`src/rtl/fpgart_seg_pkg.sv`:
```
// Shared 7-segment constants, FSM state type and decimal limit helper
// for the binary-to-BCD position display.
package fpgart_seg_pkg;

    // Active-low segment codes, bit order {g,f,e,d,c,b,a}.
    localparam logic [6:0] SEG_0     = 7'b1000000;
    localparam logic [6:0] SEG_1     = 7'b1111001;
    localparam logic [6:0] SEG_2     = 7'b0100100;
    localparam logic [6:0] SEG_3     = 7'b0110000;
    localparam logic [6:0] SEG_4     = 7'b0011001;
    localparam logic [6:0] SEG_5     = 7'b0010010;
    localparam logic [6:0] SEG_6     = 7'b0000010;
    localparam logic [6:0] SEG_7     = 7'b1111000;
    localparam logic [6:0] SEG_8     = 7'b0000000;
    localparam logic [6:0] SEG_9     = 7'b0010000;
    localparam logic [6:0] SEG_DASH  = 7'b0111111;
    localparam logic [6:0] SEG_BLANK = 7'b1111111;

    typedef enum logic {
        IDLE,
        SHIFT
    } state_e;

    // 10^n, used to derive the largest displayable value per channel.
    function automatic int unsigned pow10(input int unsigned n);
        int unsigned r;
        r = 1;
        for (int unsigned i = 0; i < n; i++) begin
            r = r * 10;
        end
        return r;
    endfunction

endpackage

```
`src/rtl/seg7_digit.sv`:
```
// Single-digit decoder: BCD nibble to active-low 7-segment code.
// Dash has priority over blank; nibbles above 9 also show a dash.
module seg7_digit
    import fpgart_seg_pkg::*;
(
    input  logic [3:0] digit_i,
    input  logic       blank_i,
    input  logic       dash_i,
    output logic [6:0] seg_o
);

    // Decode with dash/blank overrides.
    always_comb begin
        seg_o = SEG_DASH;
        if (dash_i) begin
            seg_o = SEG_DASH;
        end else if (blank_i) begin
            seg_o = SEG_BLANK;
        end else begin
            case (digit_i)
                4'd0:    seg_o = SEG_0;
                4'd1:    seg_o = SEG_1;
                4'd2:    seg_o = SEG_2;
                4'd3:    seg_o = SEG_3;
                4'd4:    seg_o = SEG_4;
                4'd5:    seg_o = SEG_5;
                4'd6:    seg_o = SEG_6;
                4'd7:    seg_o = SEG_7;
                4'd8:    seg_o = SEG_8;
                4'd9:    seg_o = SEG_9;
                default: seg_o = SEG_DASH;
            endcase
        end
    end

endmodule

```
`src/rtl/pos_bcd_display.sv`:
```
// Two-channel binary to 7-segment position display. Both channels are
// converted in lockstep by a shift-add-3 engine, one bit per clock.
// Optional feature macro: LEAD_ZERO_BLANK_EN blanks leading zero digits.
module pos_bcd_display
    import fpgart_seg_pkg::*;
#(
    parameter int unsigned X_WIDTH  = 9,
    parameter int unsigned Y_WIDTH  = 7,
    parameter int unsigned X_DIGITS = 3,
    parameter int unsigned Y_DIGITS = 2
) (
    input  logic                  clock,
    input  logic                  resetn,
    input  logic [X_WIDTH-1:0]    x_pos,
    input  logic [Y_WIDTH-1:0]    y_pos,
    input  logic                  start,
    output logic                  busy,
    output logic                  done,
    output logic                  x_ovf,
    output logic                  y_ovf,
    output logic [4*X_DIGITS-1:0] x_bcd,
    output logic [4*Y_DIGITS-1:0] y_bcd,
    output logic [7*X_DIGITS-1:0] x_hex,
    output logic [7*Y_DIGITS-1:0] y_hex
);

    localparam int unsigned N    = (X_WIDTH > Y_WIDTH) ? X_WIDTH : Y_WIDTH;
    localparam int unsigned CW   = $clog2(N + 1);
    // One spare nibble so overflowing values still convert cleanly.
    localparam int unsigned XS   = 4 * X_DIGITS + 4;
    localparam int unsigned YS   = 4 * Y_DIGITS + 4;
    localparam int unsigned XLim = pow10(X_DIGITS) - 1;
    localparam int unsigned YLim = pow10(Y_DIGITS) - 1;

    state_e                state_q;
    logic [CW-1:0]         cnt_q;
    logic [N-1:0]          x_bin_q, y_bin_q;
    logic [XS-1:0]         x_scr_q;
    logic [YS-1:0]         y_scr_q;
    logic                  x_ovf_s_q, y_ovf_s_q;
    logic                  busy_q, done_q, x_ovf_q, y_ovf_q;
    logic [4*X_DIGITS-1:0] x_bcd_q;
    logic [4*Y_DIGITS-1:0] y_bcd_q;
    logic [7*X_DIGITS-1:0] x_hex_q;
    logic [7*Y_DIGITS-1:0] y_hex_q;

    logic [XS-1:0]         x_adj, x_scr_d;
    logic [YS-1:0]         y_adj, y_scr_d;
    logic [N-1:0]          x_bin_d, y_bin_d;
    logic [X_DIGITS-1:0]   x_blank;
    logic [Y_DIGITS-1:0]   y_blank;
    logic [7*X_DIGITS-1:0] x_hex_d;
    logic [7*Y_DIGITS-1:0] y_hex_d;

    // One double-dabble step per channel: add 3 to nibbles >= 5, then shift.
    always_comb begin
        x_adj = x_scr_q;
        for (int i = 0; i < int'(X_DIGITS) + 1; i++) begin
            if (x_adj[4*i+:4] >= 4'd5) x_adj[4*i+:4] = x_adj[4*i+:4] + 4'd3;
        end
        y_adj = y_scr_q;
        for (int i = 0; i < int'(Y_DIGITS) + 1; i++) begin
            if (y_adj[4*i+:4] >= 4'd5) y_adj[4*i+:4] = y_adj[4*i+:4] + 4'd3;
        end
        x_scr_d = {x_adj[XS-2:0], x_bin_q[N-1]};
        y_scr_d = {y_adj[YS-2:0], y_bin_q[N-1]};
        x_bin_d = {x_bin_q[N-2:0], 1'b0};
        y_bin_d = {y_bin_q[N-2:0], 1'b0};
    end

`ifdef LEAD_ZERO_BLANK_EN
    // A digit is blanked when it and every higher digit are zero; ones never blanks.
    always_comb begin
        logic run;
        x_blank = '0;
        run = 1'b1;
        for (int i = int'(X_DIGITS) - 1; i >= 1; i--) begin
            run = run & (x_scr_d[4*i+:4] == 4'd0);
            x_blank[i] = run;
        end
        y_blank = '0;
        run = 1'b1;
        for (int i = int'(Y_DIGITS) - 1; i >= 1; i--) begin
            run = run & (y_scr_d[4*i+:4] == 4'd0);
            y_blank[i] = run;
        end
    end
`else
    assign x_blank = '0;
    assign y_blank = '0;
`endif

    for (genvar i = 0; i < X_DIGITS; i++) begin : g_xseg
        seg7_digit u_seg (
            .digit_i (x_scr_d[4*i+:4]),
            .blank_i (x_blank[i]),
            .dash_i  (x_ovf_s_q),
            .seg_o   (x_hex_d[7*i+:7])
        );
    end

    for (genvar i = 0; i < Y_DIGITS; i++) begin : g_yseg
        seg7_digit u_seg (
            .digit_i (y_scr_d[4*i+:4]),
            .blank_i (y_blank[i]),
            .dash_i  (y_ovf_s_q),
            .seg_o   (y_hex_d[7*i+:7])
        );
    end

    // Control FSM, shift engine and commit registers.
    always_ff @(posedge clock) begin
        if (!resetn) begin
            state_q   <= IDLE;
            cnt_q     <= '0;
            x_bin_q   <= '0;
            y_bin_q   <= '0;
            x_scr_q   <= '0;
            y_scr_q   <= '0;
            x_ovf_s_q <= 1'b0;
            y_ovf_s_q <= 1'b0;
            busy_q    <= 1'b0;
            done_q    <= 1'b0;
            x_ovf_q   <= 1'b0;
            y_ovf_q   <= 1'b0;
            x_bcd_q   <= '0;
            y_bcd_q   <= '0;
            x_hex_q   <= {X_DIGITS{SEG_DASH}};
            y_hex_q   <= {Y_DIGITS{SEG_DASH}};
        end else begin
            done_q <= 1'b0;
            case (state_q)
                IDLE: begin
                    if (start) begin
                        x_bin_q   <= N'(x_pos);
                        y_bin_q   <= N'(y_pos);
                        x_scr_q   <= '0;
                        y_scr_q   <= '0;
                        x_ovf_s_q <= (32'(x_pos) > XLim);
                        y_ovf_s_q <= (32'(y_pos) > YLim);
                        cnt_q     <= '0;
                        busy_q    <= 1'b1;
                        state_q   <= SHIFT;
                    end
                end
                SHIFT: begin
                    x_scr_q <= x_scr_d;
                    y_scr_q <= y_scr_d;
                    x_bin_q <= x_bin_d;
                    y_bin_q <= y_bin_d;
                    cnt_q   <= cnt_q + CW'(1);
                    if (cnt_q == CW'(N - 1)) begin
                        x_bcd_q <= x_scr_d[4*X_DIGITS-1:0];
                        y_bcd_q <= y_scr_d[4*Y_DIGITS-1:0];
                        x_hex_q <= x_hex_d;
                        y_hex_q <= y_hex_d;
                        x_ovf_q <= x_ovf_s_q;
                        y_ovf_q <= y_ovf_s_q;
                        done_q  <= 1'b1;
                        busy_q  <= 1'b0;
                        state_q <= IDLE;
                    end
                end
                default: state_q <= IDLE;
            endcase
        end
    end

    assign busy  = busy_q;
    assign done  = done_q;
    assign x_ovf = x_ovf_q;
    assign y_ovf = y_ovf_q;
    assign x_bcd = x_bcd_q;
    assign y_bcd = y_bcd_q;
    assign x_hex = x_hex_q;
    assign y_hex = y_hex_q;

endmodule

```
`config.mk`:
```
export PLATFORM = sky130hd
export DESIGN_NAME = pos_bcd_display
export DESIGN_NICKNAME = d
export VERILOG_FILES = /design/src/rtl/fpgart_seg_pkg.sv /design/src/rtl/seg7_digit.sv /design/src/rtl/pos_bcd_display.sv
export SDC_FILE = /design/constraint.sdc
export NUM_CORES = 1
export LEC_CHECK = 0
export ABC_AREA = 1
export CORE_UTILIZATION = 31
export DETAILED_ROUTE_END_ITERATION = 7
export PLACE_DENSITY = 0.55
export SETUP_SLACK_MARGIN = 0.1
export SKIP_LAST_GASP = 1
export SYNTH_ARGS = -nofsm -noshare
export SYNTH_HDL_FRONTEND = slang
export SYNTH_SLANG_ARGS = --single-unit
```
`constraint.sdc`:
```
create_clock -name clock -period 2.3 [get_ports clock]
set_clock_uncertainty 0.1 [all_clocks]
set_input_delay 0.345 -clock clock [delete_from_list [all_inputs] [get_ports clock]]
set_output_delay 0.345 -clock clock [all_outputs]
set_load 0.03 [all_outputs]
```
==> impl_metrics.yaml, run 1 <==
outcome:
  outcome: "finished clean"
setup_path:
  criticalPathCategory: "reg -> reg"
  r2r_slack_ns: 0.23
  setup.worst_path.start: "y_scr_q[0]$_SDFFE_PN0P_"
  rr_endpoint: "y_hex[10]$_SDFFE_PN1P_"
  start_kind: "flop"
  slowest_delay_ns: 0.41
  worstRegToRegCells: 12
  worstPathMaxFanout: 5
  endpoint_kind: "flop"
  cp_slowest_cell: "dfxtp_1"
  crit_path_cell_trace: "inv_1 > ha_1 > inv_1 > nand2_1 > nand2_1 > nand3_1 > nand2_1 > ha_1 > or2_1 > nand2_1 > nand2_1 > a21oi_1"
  crit_end: "y_hex[10]$_SDFFE_PN1P_"
  critPathArrivalTime_ns: 2.24
  rr_startpoint: "y_scr_q[0]$_SDFFE_PN0P_"
  critPathRequiredTime_ns: 2.48
  cpMostUsedCell: "nand2_1"
clock_network:
  clock_path_buffers: 2
  postCtsHoldBufs: 0
  cts_tree: "done"
  cts_resized: 0
  cts_max_level: 3
  cts_buffers: 9
  cts_setup_buffers: 0
  cts.sink_count: 102
  clk_latency_ns: 0.35
  clkTransAtPathRegs_ns: 0.06
  clockRootBuffer: "clkbuf_16"
placement:
  dp_slack_ns: 0.146
  place_congestion: 0.828
  portBuffers: 76
  dp_hpwl_mm: 8.76
layout:
  multiInputGateArea_sq_um: 2440
  drive_gt1_frac: 0.0787
  antenna_cells: 0
  area.sequential_sq_um: 2050
  fill_cells: 1551
  layout.nets: 799
  post-route-util: 0.406
  synthToLayoutAreaGrowth_pct: 27.8
hold_path:
  hp-class: "reg -> reg"
  worstHoldStart: "y_bcd[3]$_SDFFE_PN0P_"
synth:
  syn_avg_cell_area_sq_um: 7.10
  synth_xor_area_frac: 0.00700
  yosysWarnings: 0
  ys_types: 37
  synth_adder_area_share: 0.0596
  synthFlopType: "dfxtp_1"
  synthMuxAreaShare: 0.00207
  synth_enable_flop_cells: 0
  synth_top_family_by_area: "simple AND/OR/NAND/NOR gates"
  synthCells: 680
  synth_compound_area_frac: 0.135
  syn_nets: 722
  async_reset_ff_frac: 0
  yosysSeqAreaShare: 0.423
  syn-cell-area_sq_um: 4830
  ys_seq_elements: 102
  yosys.area_share.simple: 0.289
global_route:
  grt_antenna_before_repair: 0
  grt_pass1_vias: 4209
  grt_pass1_wl_mm: 20.3
  gr-total-overflow: 0
  grt_max_degree: 43
  grt_usage: 0.159
drt:
  first_pass_iters: 5
  drtAntennaViolNets: 0
  vias: 4520
  avgRoutedWirePerCell_um: 12.9
  drc: 0
  drtIter0Drc: 319
  wl_mm: 12.3
  drt-vias-per-instance: 4.76
timing:
  rsz0062_at_grt: "true"
  fin_ws_ns: 0.234
  drv_slew: 0
  max_freq_mhz: 484
  hold_viol: 0
  setup_violations: 0
  period_share: 0.898
  max_slew_margin: 0.617
  fin_crit_ns: 2.07
  tightest_slew_ns: 0.559
  finalSetupTns_ns: 0
pwr:
  leakage_nw: 2.65
  clkPwrFrac: 0.420
  irDropWorstVdd_v: 0.000348
  swShare: 0.228
  netSwitchingPower_mw: 0.783
  seq_power_share: 0.524
  p_per_area_nw_per_um2: 557
  internal_power_mw: 2.65
  p_comb_frac: 0.056
die:
  die_x_um: 127
  ios: 78
  coreArea_sq_um: 15200
  start_util: 0.317
  die_area_sq_um: 16100
  fp-row-count: 45
  dieHeight_um: 127
run:
  drv_cap: 0
==> registers in the layout, indices dropped and copies added, names as in the netlist, 4 cells and up <==
| signal | flops |
|---|---|
| y_hex | 14 |
| cnt_q | 4 |
| x_bcd | 12 |
| x_scr_q | 12 |
| y_scr_q | 8 |
| x_bin_q | 9 |
| y_bin_q | 9 |
| y_bcd | 8 |
| x_hex | 21 |
==> layer usage <==
metal,wire (um),track usage
met5,0,0
met4,294,0.0721
met2,5550,0.256
met3,564,0.0304
met1,5880,0.205
==> cells by family (layout without fill, tap and decap cells) <==
group	after synthesis	in the layout
buffers and inverters	101	183
adders and majority gates	23	23
and+or+nand+nor	329	329
xor gates and xnor gates	3	3
muxes	1	1
AOI/OAI and AO/OA	120	120
DFF	102	102
other	1	1
==> stage by stage <==
stage | hold slack, ns | cells | instance area (sq um) | power, mW
floorplan | 0.336 | 680 | 4830 | 1.96
global placement | 0.342 | 934 | 5820 | 2.04
detailed placement | 0.347 | 934 | 5820 | 2.04
CTS | 0.359 | 950 | 6100 | 3.51
global route | 0.377 | 950 | 6170 | 3.59
finish | 0.354 | 950 | 6170 | 3.44
==> Yosys cell counts (2+ instances only) <==
cell	instances	area share
buf_2	7	0.0073
nor2_4	2	0.0047
o21ai_1	13	0.013
inv_2	6	0.0047
nor2_1	35	0.027
ha_1	23	0.060
nand4_1	11	0.014
xor2_1	2	0.0036
o21ai_0	30	0.031
nand3_2	4	0.0083
a21oi_1	57	0.059
a31oi_1	2	0.0026
or2_2	2	0.0026
dfxtp_1	102	0.42
buf_4	3	0.0047
inv_1	71	0.055
nand3_1	43	0.045
nor2_2	2	0.0026
clkbuf_1	10	0.0078
a22oi_1	6	0.0093
nand2_1	225	0.18
o21ai_2	4	0.0073
buf_1	3	0.0023
o22ai_1	4	0.0052
==> cells in the final DEF, fill, tap and decap left out, types with 6 or more instances in the layout <==
| cell | Yosys | routed |
|---|---|---|
| a21oi_1 | 57 | 57 |
| a22oi_1 | 6 | 6 |
| buf_4 | 3 | 13 |
| clkbuf_16 | 0 | 9 |
| clkdlybuf4s50_1 | 0 | 76 |
| dfxtp_1 | 102 | 99 |
| ha_1 | 23 | 23 |
| inv_1 | 71 | 71 |
| inv_2 | 6 | 6 |
| nand2_1 | 225 | 223 |
| nand3_1 | 43 | 42 |
| nand4_1 | 11 | 11 |
| nor2_1 | 35 | 34 |
| o21ai_0 | 30 | 30 |
| o21ai_1 | 13 | 13 |
==> power groups by stage <==
stage | sequential, mW | combinational [mW] | clock (mW)
after floorplan | 1.84 | 0.119 | 0
after global placement | 1.84 | 0.195 | 0
after detailed placement | 1.84 | 0.197 | 0
after CTS | 1.80 | 0.197 | 1.51
after global routing | 1.80 | 0.218 | 1.57
final | 1.80 | 0.194 | 1.44
==> how the worst min path moves through the flow <==
stage,slack (ns),cells after the start,end
detailed placement,0.35,2,y_bcd[5]$_SDFFE_PN0P_
floorplan,0.34,2,y_bin_q[7]$_SDFFE_PN0P_
global route,0.38,2,y_bcd[1]$_SDFFE_PN0P_
global placement,0.34,2,x_bcd[1]$_SDFFE_PN0P_
finish,0.35,2,y_bcd[3]$_SDFFE_PN0P_
CTS,0.36,2,y_bcd[3]$_SDFFE_PN0P_
==> critical path: cells and delay by family (launching register included) <==
family | cells | cell delay [ns]
AND/OR/NAND/NOR | 7 | 0.73
AO/OA/AOI/OAI | 1 | 0.12
buffers and inverters | 2 | 0.17
adder cells (fa/ha/maj) | 2 | 0.47
flip-flops | 1 | 0.41
==> final cells by class <==
type                    instances  share of cell area
inverters                      77              0.0468
clock inverters                 3             0.00304
clock buffers                  13              0.0422
flip-flops and latches        102               0.332
repair buffers                 90               0.142
well taps                     188              0.0381
multi-input cells             477               0.395
(Power assumes the default switching activity.)
==> run 2, diff against run 1 <==
--- a/config.mk
+++ b/config.mk
@@ -6,11 +6,13 @@
 export NUM_CORES = 1
 export LEC_CHECK = 0
 export ABC_AREA = 1
+export CORE_ASPECT_RATIO = 1.4
 export CORE_UTILIZATION = 31
 export DETAILED_ROUTE_END_ITERATION = 7
 export PLACE_DENSITY = 0.55
 export SETUP_SLACK_MARGIN = 0.1
 export SKIP_LAST_GASP = 1
+export SLEW_MARGIN = 20
 export SYNTH_ARGS = -nofsm -noshare
 export SYNTH_HDL_FRONTEND = slang
 export SYNTH_SLANG_ARGS = --single-unit
==> impl_metrics.yaml, run 2 (synthesis gave the netlist of run 1 again) <==
timing:
  max_slew_margin: 0.637
  setup_violations: 0
  hold_viol: 0
  finalSetupTns_ns: 0
  rsz0062_at_grt: "false"
  period_share: 0.915
  fin_ws_ns: 0.195
  tightest_slew_ns: 0.529
  drv_slew: 0
  fin_crit_ns: 2.10
  max_freq_mhz: 475
drt:
  drtAntennaViolNets: 0
  avgRoutedWirePerCell_um: 13.4
  wl_mm: 12.8
  first_pass_iters: 5
  drc: 0
  vias: 4527
  drt-vias-per-instance: 4.76
  drtIter0Drc: 188
setup_path:
  crit_path_cell_trace: "inv_1 > ha_1 > inv_1 > nand2_1 > nand3_4 > xor2_4 > ha_1 > nand2_1 > o21ai_0 > nand2_1 > nand3_1"
  endpoint_kind: "flop"
  slowest_delay_ns: 0.43
  criticalPathCategory: "reg -> reg"
  cpMostUsedCell: "nand2_1"
  start_kind: "flop"
  path_buf_inv: 2
  path_delay_family: "adder cells"
  critPathArrivalTime_ns: 2.23
  cp_slowest_cell: "dfxtp_2"
  critPathRequiredTime_ns: 2.42
  worstPathMaxFanout: 6
clock_network:
  cts_setup_buffers: 0
  cts_max_level: 3
  postCtsHoldBufs: 0
  cts_tree: "done"
  cts_buffers: 9
  clock_path_buffers: 2
  clkTransAtPathRegs_ns: 0.07
  cts.sink_count: 102
  clk_latency_ns: 0.34
  clockRootBuffer: "clkbuf_16"
placement:
  dp_slack_ns: 0.0992
  place_inst: 936
  portBuffers: 76
  dp_hpwl_mm: 9.18
  place_congestion: 0.803
pwr:
  leakage_nw: 2.66
  irDropWorstVdd_v: 0.000404
  p_per_area_nw_per_um2: 587
  power.total_mw: 3.64
layout:
  antenna_cells: 0
  fill_cells: 1613
  drive_gt1_frac: 0.0789
  area.sequential_sq_um: 2050
  largest_reg_flops: 21
  multiInputGateArea_sq_um: 2450
  layout_common_cells: "nand2_1 (223), dfxtp_1 (98), clkdlybuf4s50_1 (76), inv_1 (71), a21oi_1 (57)"
  fin_cells: 952
  layout.nets: 797
  synthToLayoutAreaGrowth_pct: 28.5
  final_common_cell: "nand2_1"
outcome:
  outcome: "finished clean"
die:
  fp-row-count: 53
  coreArea_sq_um: 15100
  dieHeight_um: 150
  die_area_sq_um: 16100
  start_util: 0.319
  die_x_um: 107
  ios: 78
run:
  drv_cap: 0
global_route:
  grt_max_degree: 43
  grt_pass1_wl_mm: 20.9
  grt_antenna_before_repair: 0
  grt_pass1_vias: 4409
  grt_usage: 0.166
  gr-total-overflow: 0
hold_path:
  hp-class: "reg -> reg"
[run 2: tightest hold or removal path: cells and delay by family (launching register included)]
family | cells | cell delay, ns
AOI/OAI and AO/OA | 1 | 0.05
DFF | 1 | 0.31
and+or+nand+nor | 1 | 0.05
[run 2: layout make-up]
cell class,instances,share of cell area
tap,192,0.0387
timing repair buffer,88,0.139
inverter,77,0.0466
multi-input combinational,477,0.395
sequential,102,0.330
clock buffer,12,0.0397
clock inverter,4,0.0113
[run 2: worst paths after layout]
kind                                              start                       to  slack, ns  cells past startpoint
worst max register to register  x_scr_q[0]$_SDFFE_PN0P_    x_hex[3]$_SDFFE_PN1P_       0.20                     11
worst max-delay path            x_scr_q[0]$_SDFFE_PN0P_    x_hex[3]$_SDFFE_PN1P_       0.20                     11
worst min-delay path            y_bin_q[6]$_SDFFE_PN0P_  y_bin_q[7]$_SDFFE_PN0P_       0.36                      2
worst min register to register  y_bin_q[6]$_SDFFE_PN0P_  y_bin_q[7]$_SDFFE_PN0P_       0.36                      2
[run 2: power by group]
group | total, mW | switching [mW] | internal (mW)
logic | 0.197 | 0.123 | 0.0739
clock network | 1.64 | 0.657 | 0.982
registers | 1.80 | 0.0148 | 1.79
[run 2: routing by layer]
| metal | track usage | part of all wire |
|---|---|---|
| met5 | 0 | 0 |
| met4 | 0.0568 | 0.014 |
| met3 | 0.0292 | 0.031 |
| met2 | 0.313 | 0.54 |
| met1 | 0.184 | 0.42 |
[run 2: stage by stage]
step	hold WS (ns)	util	cell area [sq um]
floorplan	0.336	-	4830
global placement	0.342	0.385	5810
detailed placement	0.353	0.385	5810
CTS	0.363	0.406	6140
global route	0.384	0.410	6200
finish	0.361	0.410	6200
[run 2: timing repair]
item	CTS	global route
endpoints found under the setup margin	1	9
gates cloned	0	0
resized for setup	1	14
